$ cat src/rtl/tinytpu_serial_host.sv
// Host side of the tinytpu bit-serial link: serialises two operand matrices,
// pulses init, then deserialises the returned result matrix.
module tinytpu_serial_host #(
    parameter int D_W     = 8,
    parameter int N       = 2,
    parameter int OUT_W   = 17,
    parameter int TIMEOUT = 1024
) (
    input  logic                   clk,
    input  logic                   rst,
    input  logic                   start,
    input  logic [N*N*D_W-1:0]     x_mat,
    input  logic [N*N*D_W-1:0]     y_mat,
    output logic                   busy,
    output logic                   done,
    output logic                   err_timeout,
    output logic [N*N*OUT_W-1:0]   z_mat,
    output logic                   data_in_x,
    output logic                   data_in_y,
    output logic                   load_en,
    output logic                   init,
    input  logic                   data_out_z,
    input  logic                   tx_ready
);

    localparam int L   = N * N * D_W;
    localparam int R   = N * N * OUT_W;
    localparam int LCW = (L > 1) ? $clog2(L) : 1;
    localparam int RCW = (R > 1) ? $clog2(R) : 1;
    localparam int SCW = $clog2(TIMEOUT + 1);

    typedef enum logic [2:0] {IDLE, LOAD, INIT, WAIT, RECV, DONE} state_t;

    state_t           state;
    logic [LCW-1:0]   bit_cnt;
    logic [RCW-1:0]   rx_cnt;
    logic [SCW-1:0]   stall_cnt;
    logic [L-1:0]     x_sh, y_sh;
    logic [L-1:0]     x_ser, y_ser;
    logic [R-1:0]     rx_sh;
    logic [R-1:0]     rx_next;
    logic [R-1:0]     z_next;

    // Element order is reversed so the shift registers always emit their MSB;
    // bits within an element already sit MSB first.
    for (genvar e = 0; e < N * N; e++) begin : g_elem
        assign x_ser[(N*N-1-e)*D_W +: D_W]     = x_mat[e*D_W +: D_W];
        assign y_ser[(N*N-1-e)*D_W +: D_W]     = y_mat[e*D_W +: D_W];
        assign z_next[e*OUT_W +: OUT_W]        = rx_next[(N*N-1-e)*OUT_W +: OUT_W];
    end

    assign rx_next = {rx_sh[R-2:0], data_out_z};

    always_ff @(posedge clk) begin
        if (state == IDLE && start) begin
            x_sh <= {x_ser[L-2:0], 1'b0};
            y_sh <= {y_ser[L-2:0], 1'b0};
        end else if (state == LOAD) begin
            x_sh <= {x_sh[L-2:0], 1'b0};
            y_sh <= {y_sh[L-2:0], 1'b0};
        end
        if ((state == WAIT || state == RECV) && tx_ready) begin
            rx_sh <= rx_next;
        end
    end

    always_ff @(posedge clk) begin
        if (rst) begin
            state       <= IDLE;
            busy        <= 1'b0;
            done        <= 1'b0;
            err_timeout <= 1'b0;
            z_mat       <= '0;
            data_in_x   <= 1'b0;
            data_in_y   <= 1'b0;
            load_en     <= 1'b0;
            init        <= 1'b0;
            bit_cnt     <= '0;
            rx_cnt      <= '0;
            stall_cnt   <= '0;
        end else begin
            done        <= 1'b0;
            err_timeout <= 1'b0;
            init        <= 1'b0;
            case (state)
                IDLE: begin
                    if (start) begin
                        state     <= LOAD;
                        busy      <= 1'b1;
                        load_en   <= 1'b1;
                        data_in_x <= x_ser[L-1];
                        data_in_y <= y_ser[L-1];
                        bit_cnt   <= '0;
                    end
                end
                LOAD: begin
                    if (bit_cnt == LCW'(L - 1)) begin
                        state     <= INIT;
                        load_en   <= 1'b0;
                        data_in_x <= 1'b0;
                        data_in_y <= 1'b0;
                        init      <= 1'b1;
                    end else begin
                        data_in_x <= x_sh[L-1];
                        data_in_y <= y_sh[L-1];
                        bit_cnt   <= bit_cnt + 1'b1;
                    end
                end
                INIT: begin
                    state     <= WAIT;
                    rx_cnt    <= '0;
                    stall_cnt <= '0;
                end
                WAIT, RECV: begin
                    if (tx_ready) begin
                        stall_cnt <= '0;
                        if (rx_cnt == RCW'(R - 1)) begin
                            state <= DONE;
                            z_mat <= z_next;
                            done  <= 1'b1;
                            busy  <= 1'b0;
                        end else begin
                            state  <= RECV;
                            rx_cnt <= rx_cnt + 1'b1;
                        end
                    end else if (stall_cnt == SCW'(TIMEOUT - 1)) begin
                        // Abandon the transaction; z_mat keeps the last good result.
                        state       <= IDLE;
                        err_timeout <= 1'b1;
                        busy        <= 1'b0;
                    end else begin
                        stall_cnt <= stall_cnt + 1'b1;
                    end
                end
                DONE: begin
                    state <= IDLE;
                end
                default: begin
                    state <= IDLE;
                end
            endcase
        end
    end

endmodule
$ cat config.mk
export PLATFORM = sky130hd
export DESIGN_NAME = tinytpu_serial_host
export DESIGN_NICKNAME = d
export VERILOG_FILES = /design/src/rtl/tinytpu_serial_host.sv
export SDC_FILE = /design/constraint.sdc
export NUM_CORES = 1
export LEC_CHECK = 0
export CAP_MARGIN = 20
export CORE_MARGIN = 10
export CORE_UTILIZATION = 30
export CTS_CLUSTER_DIAMETER = 150
export DETAILED_ROUTE_END_ITERATION = 10
export DONT_BUFFER_PORTS = 1
export SYNTH_ARGS = -nofsm -noshare
export SYNTH_HDL_FRONTEND = slang
export SYNTH_SLANG_ARGS = --single-unit
$ cat constraint.sdc
create_clock -name clk -period 10.4 [get_ports clk]
set_clock_uncertainty 0.05 [all_clocks]
set_input_delay 3.12 -clock clk [delete_from_list [all_inputs] [get_ports clk]]
set_output_delay 3.12 -clock clk [all_outputs]
set_load 0.005 [all_outputs]
==> results of run 1 <==
## final timing paths
| path | end | slack (ns) | cells past startpoint |
|---|---|---|---|
| max reg2reg | z_mat[26]$_SDFFE_PP0P_ | 7.32 | 8 |
| min reg2reg | rx_sh[10]$_DFFE_PN_ | 0.39 | 0 |
| max | z_mat[26]$_SDFFE_PP0P_ | 5.68 | 7 |
| min | rx_sh[10]$_DFFE_PN_ | 0.39 | 0 |
## cells in the final DEF, fill, tap and decap left out, types with 3 or more instances in the layout
cell and instances:
nand2_1 330, edfxtp_1 129, dfxtp_1 101, a21oi_1 87, nor2_1 27, clkbuf_16 25, o21ai_0 19, nor3_1 9
clkbuf_1 6, buf_4 6, and3_1 4, inv_1 4, or3_1 4, ha_1 4, clkbuf_8 4, nand2_2 3
or2_2 3, nand3_1 3, nand4_1 3, o211a_1 3, a31oi_1 3, a211oi_1 3, mux2i_1 3, bufinv_16 3
## cell type report
type | count | area (um2) | share of cell area (%)
Timing Repair Buffer | 6 | 45.0 | 0.461
Clock inverter | 11 | 156 | 1.60
Inverter | 5 | 18.8 | 0.192
Sequential cell | 230 | 5900 | 60.3
Multi-Input combinational cell | 543 | 2480 | 25.4
Clock buffer | 35 | 703 | 7.20
Tap cell | 378 | 473 | 4.84
## power groups by stage
stage / Sequential [mW] / Combinational (mW) / Clock [mW]
after global placement: 1.07 / 0.105 / 0
after global routing: 1.06 / 0.125 / 0.985
after detailed placement: 1.07 / 0.108 / 0
after CTS: 1.05 / 0.109 / 0.942
after floorplan: 1.07 / 0.0883 / 0
final: 1.05 / 0.105 / 0.916
## cell families after synthesis
kind of cell / share of synthesized area, %
simple gates: 19.5
flops: 68.6
compound gates: 8.07
buf+inv: 2.65
fa+ha+maj: 0.583
mux: 0.350
xor+xnor: 0.204
## worst max-delay path, stage by stage
cell,delay [ns]
o21ai_1,0.09
inv_2,0.07
buf_4,0.66
and2_2,0.26
buf_4,0.57
nand2_1,0.14
a21oi_1,0.14
## state kept, by name, summed over array words and instances, names as in the netlist
| signal | flops |
|---|---|
| init | 1 |
| bit_cnt | 5 |
| data_in_x | 1 |
| rx_sh | 67 |
| busy | 1 |
| x_sh | 31 |
| data_in_y | 1 |
| err_timeout | 1 |
| z_mat | 68 |
| y_sh | 31 |
| done | 1 |
| state | 3 |
| load_en | 1 |
| stall_cnt | 11 |
| rx_cnt | 7 |
## metal layers
layer / share of wire [%] / vias up / GRT usage (%)
met5: 0 / - / 0
met1: 42 / 2650 / 12.4
met2: 49 / 98 / 17.2
met3: 6.5 / 24 / 2.96
li1: - / 2772 / -
met4: 2.2 / 0 / 3.54
## per-stage QoR
step	utilization, %	hold slack [ns]	area, um2	power [mW]	setup WS, ns
2_1_floorplan	-	0.375	8590	1.15	4.80
3_3_place_gp	31.8	0.380	8910	1.18	5.14
3_5_place_dp	31.8	0.384	8910	1.18	5.05
4_1_cts	34.9	0.398	9770	2.10	5.61
5_1_grt	34.9	0.405	9770	2.17	5.43
6_report	34.9	0.392	9770	2.07	5.68
==> summary.md, run 1 <==
| Metric | Value |
|---|---|
| Top-count cell post-synth | `nand2_1` |
| Unrepaired setup endpoints after global routing | `no` |
| Die width | `189 um` |
| Yosys top cell by area | `edfxtp_1` |
| Final Wtd Congestion | `0.775` |
| Placed Cells | `1162` |
| Hold Crit Start | `rx_sh[9]$_DFFE_PN_` |
| Psw | `0.457 mW` |
| Initial antenna violation count | `0` |
| Worst EP required | `10.81 ns` |
| Insertion delay to the later sink of the worst-skew pair | `0.53 ns` |
| Cell count after synthesis | `822` |
| Share of synthesized registers carrying an async set or reset | `0%` |
| Status | `completed` |
| Leakage | `3.43 nW` |
| Residual DRC | `0` |
| Final min period | `4.72 ns` |
| Setup Buffers After CTS | `0` |
| Mapped Area | `0.00859 mm2` |
| Crit end category | `register` |
| H-tree depth | `1` |
| Slew Limit Fails | `0` |
| Maximum VDD drop | `0.000102 V` |
| Switching portion of total power | `22.0%` |
| Total number of vias | `5544` |
| CTS resizes | `0` |
| R2r startpoint | `state[2]$_SDFFE_PP0P_` |
| Clock power frac | `between 40% and 50%` |
| Logic pwr share | `under 10%` |
| CTS sink cnt | `230` |
| Finished Layout Cells | `about 1200` |
| Area Growth Syn to Fin | `13.7%` |
| Maxcap violations | `0` |
| Setup TNS | `0 ns` |
| CTS tree | `yes` |
| Ant diodes | `0` |
| Yosys top cell area share | `between 40% and 50%` |
| Row count | `61` |
| Vias in the first global route | `between 5000 and 6000` |
| Die Y | `between 150 and 200 um` |
| Crit Path Category | `in -> reg` |
| Hold WC Path Type | `reg -> reg` |
| Syn avg cell area | `10.5 um2` |
| Flops & latches, synth | `230` |
| CTS max path bufs | `3` |
| Pre-antenna DRT Iters | `5` |
| Num CTS Buffers | `25` |
| Critical Path Source | `tx_ready` |
| WL/cell | `15.9 um` |
| First-pass GRT wire length | `30000 um` |
| Synth unique cells | `48` |
| Crit-path max FO | `70` |
| Post-DP HPWL | `12300 um` |
| Largest net degree at the start of global routing | `slightly above 90` |
| Full die area | `0.0358 mm2` |
| Worst EP arrival | `5.12 ns` |
| Core area | `0.0280 mm2` |
| Seq/Total Area, Yosys | `68.6%` |
| Internal | `about 1.6 mW` |
| Ys Warns | `0` |
| DRT iter0 DRCs | `327` |
| Startpoint types | `input pin` |
| Initial Util | `30.7%` |
| I/O Pins | `~140` |
| Worst Tran Pin Value | `around 0.94 ns` |
| Setup Viol. Count Final | `0` |
| Number of vias per cell | `4.59` |
| GRT Overall Usage | `10.3%` |
| Antenna Nets Post-Route | `0` |
| Power density cells | `212 mW/mm2` |
| Share of cells above drive strength 1 | `7.23%` |
| Root Buffer | `clkbuf_16` |
| Slew headroom | `37.0%` |
| Post-Syn Nets | `895` |
| Total Wirelength | `slightly below 20000 um` |
| Gr ovfl total | `0` |
| Fmax | `0.212 GHz` |
| Top_reg_cell synth | `edfxtp_1` |
| Final count of hold timing violations | `0` |
| PortBufs | `0` |
| Nets@finish | `884` |
| Filler cells | `2806` |
| Clock slew at reported path FFs | `0.06 ns` |
| EDFF count, synth | `129` |
| Period Utilization, post-route | `45.4%` |
| Dominant cells by area after synthesis | `edfxtp_1 45%, dfxtp_1 24%, nand2_1 15%` |
| # hold bufs at CTS | `0` |
| Top post-synthesis cells by count | `333 x nand2_1, 129 x edfxtp_1, 101 x dfxtp_1` |
| Sequential share of power | `50.8%` |
Power figures use the tool's default switching activity.
==> inputs of run 2 (changes only) <==
Clock period 10.4 ns to 4.05 ns, I/O delays scaled along.
==> summary.md, run 2 (synthesis results as in run 1) <==
| Metric | Value |
|---|---|
| Die width | `between 150 and 200 um` |
| I/O Pins | `144` |
| Area occupied by multi-input gates | `0.00248 mm2` |
| Pre-antenna DRT Iters | `5` |
| Residual DRC | `0` |
| Worst EP arrival | `~2.6 ns` |
| WL/cell | `16.1 um` |
| Leakage | `3.43 nW` |
| Largest net degree at the start of global routing | `91` |
| Antenna Nets Post-Route | `0` |
| Reg2Reg Capture Point | `x_sh[27]$_DFFE_PP_` |
| Hold WC Path Type | `reg -> reg` |
| Full die area | `0.0358 mm2` |
| Crit-path max FO | `32` |
| Period Utilization, post-route | `59.8%` |
| CTS max path bufs | `3` |
| CTS sink cnt | `230` |
| Unrepaired setup endpoints after global routing | `no` |
| Max FFs per register | `68` |
| Number of vias per cell | `roughly 4.6` |
| Crit end category | `register` |
| Worst Tran Pin Value | `around 0.88 ns` |
| Worst EP required | `4.20 ns` |
| Setup Buffers After CTS | `0` |
| Area Growth Syn to Fin | `13.4%` |
| Initial antenna violation count | `0` |
| Slew headroom | `41.5%` |
| Die Y | `between 150 and 200 um` |
| Top Registers | `z_mat (68), rx_sh (67)` |
| GRT Overall Usage | `between 10% and 20%` |
| Most common cell after layout, fill and taps aside | `nand2_1` |
| DRT iter0 DRCs | `316` |
| Hold Crit Start | `rx_sh[52]$_DFFE_PN_` |
| Ant diodes | `0` |
| Setup TNS | `0 ns` |
| Final min period | `between 2 and 2.5 ns` |
| R2r setup slk | `1.63 ns` |
| Fmax | `between 0.4 and 0.5 GHz` |
| Core area | `~0.028 mm2` |
| Maximum VDD drop | `0.000241 V` |
| Hold slack final | `~0.40 ns` |
| Setup Viol. Count Final | `0` |
| Clock slew at reported path FFs | `around 0.06 ns` |
| First-pass GRT wire length | `29600 um` |
| # hold bufs at CTS | `0` |
| Row count | `61` |
| Vias in the first global route | `a little over 5000` |
| Share of cells above drive strength 1 | `6.88%` |
| Hold Crit Endpoint | `rx_sh[53]$_DFFE_PN_` |
| Status | `completed` |
| Gr ovfl total | `0` |
| Hold Path Cell Cnt | `0` |
| Insertion delay to the later sink of the worst-skew pair | `roughly 0.52 ns` |
| CTS resizes | `0` |
| Total number of vias | `5599` |
| Nets@finish | `884` |
| Crit Path Category | `reg -> reg` |
| Num CTS Buffers | `24` |
| Total Wirelength | `19400 um` |
| Commonest non-fill, non-tap cells in the layout | `330 x nand2_1, 129 x edfxtp_1, 101 x dfxtp_1` |
| R2R depth | `3` |
| Initial Util | `30.7%` |
| Final count of hold timing violations | `0` |
| Maxcap violations | `0` |
| Filler cells | `approximately 2800` |
| Root Buffer | `clkbuf_16` |
| PortBufs | `0` |
| Startpoint types | `register` |
| H-tree depth | `1` |
| R2r startpoint | `state[0]$_SDFFE_PP0P_` |
| Post-DP HPWL | `12600 um` |
| CTS tree | `yes` |
| Power density cells | `between 500 and 600 mW/mm2` |
| Slew Limit Fails | `0` |
| Register area | `0.00590 mm2` |
| Final Wtd Congestion | `0.747` |
| Top reg by flops | `z_mat` |
run 2: how the worst max path moves through the flow:
stage / from / end / slack [ns] / cells past startpoint
after floorplan: tx_ready / z_mat[24]$_SDFFE_PP0P_ / 0.36 / 7
after global placement: tx_ready / z_mat[21]$_SDFFE_PP0P_ / 1.42 / 6
after detailed placement: tx_ready / z_mat[49]$_SDFFE_PP0P_ / 1.37 / 6
after CTS: state[0]$_SDFFE_PP0P_ / x_sh[26]$_DFFE_PP_ / 1.57 / 4
after global routing: state[2]$_SDFFE_PP0P_ / z_mat[25]$_SDFFE_PP0P_ / 1.39 / 7
final: state[0]$_SDFFE_PP0P_ / x_sh[27]$_DFFE_PP_ / 1.63 / 3
run 2: cell type report:
type                            count  area share, %
Clock buffer                       31           6.64
Tap cell                          378           4.86
Timing Repair Buffer                7          0.796
Clock inverter                     13           1.54
Inverter                            5          0.193
Sequential cell                   230           60.5
Multi-Input combinational cell    543           25.4
run 2: routing by layer:
metal  wire (um)  vias up  track usage [%]
li1            -     2773                -
met1        8320     2670             12.7
met2        9350      124             16.4
met3        1220       32             2.81
met4         514        0             3.66
met5           0        -                0
run 2: where the power goes:
group	total, mW	internal [mW]	switching, mW
sequential	2.70	2.65	0.0479
combinational	0.276	0.0858	0.190
clock	2.22	1.32	0.901
total	5.20	4.06	1.14
run 2: stage by stage:
| step | utilization (%) | setup slack [ns] | power [mW] | cell area, um2 | cells |
|---|---|---|---|---|---|
| floorplan | - | 0.356 | 2.97 | 8590 | 822 |
| global placement | 31.9 | 1.42 | 3.02 | 8940 | 1163 |
| detailed placement | 31.9 | 1.37 | 3.04 | 8940 | 1163 |
| CTS | 34.8 | 1.57 | 5.27 | 9740 | 1207 |
| global route | 34.8 | 1.39 | 5.43 | 9740 | 1207 |
| finish | 34.8 | 1.63 | 5.20 | 9740 | 1207 |
run 2: worst max-delay path, cell delays in order, from the launching register on:
cell and delay [ns]:
dfxtp_1 0.50, or3b_2 0.62, nand2_2 0.63, buf_12 0.30
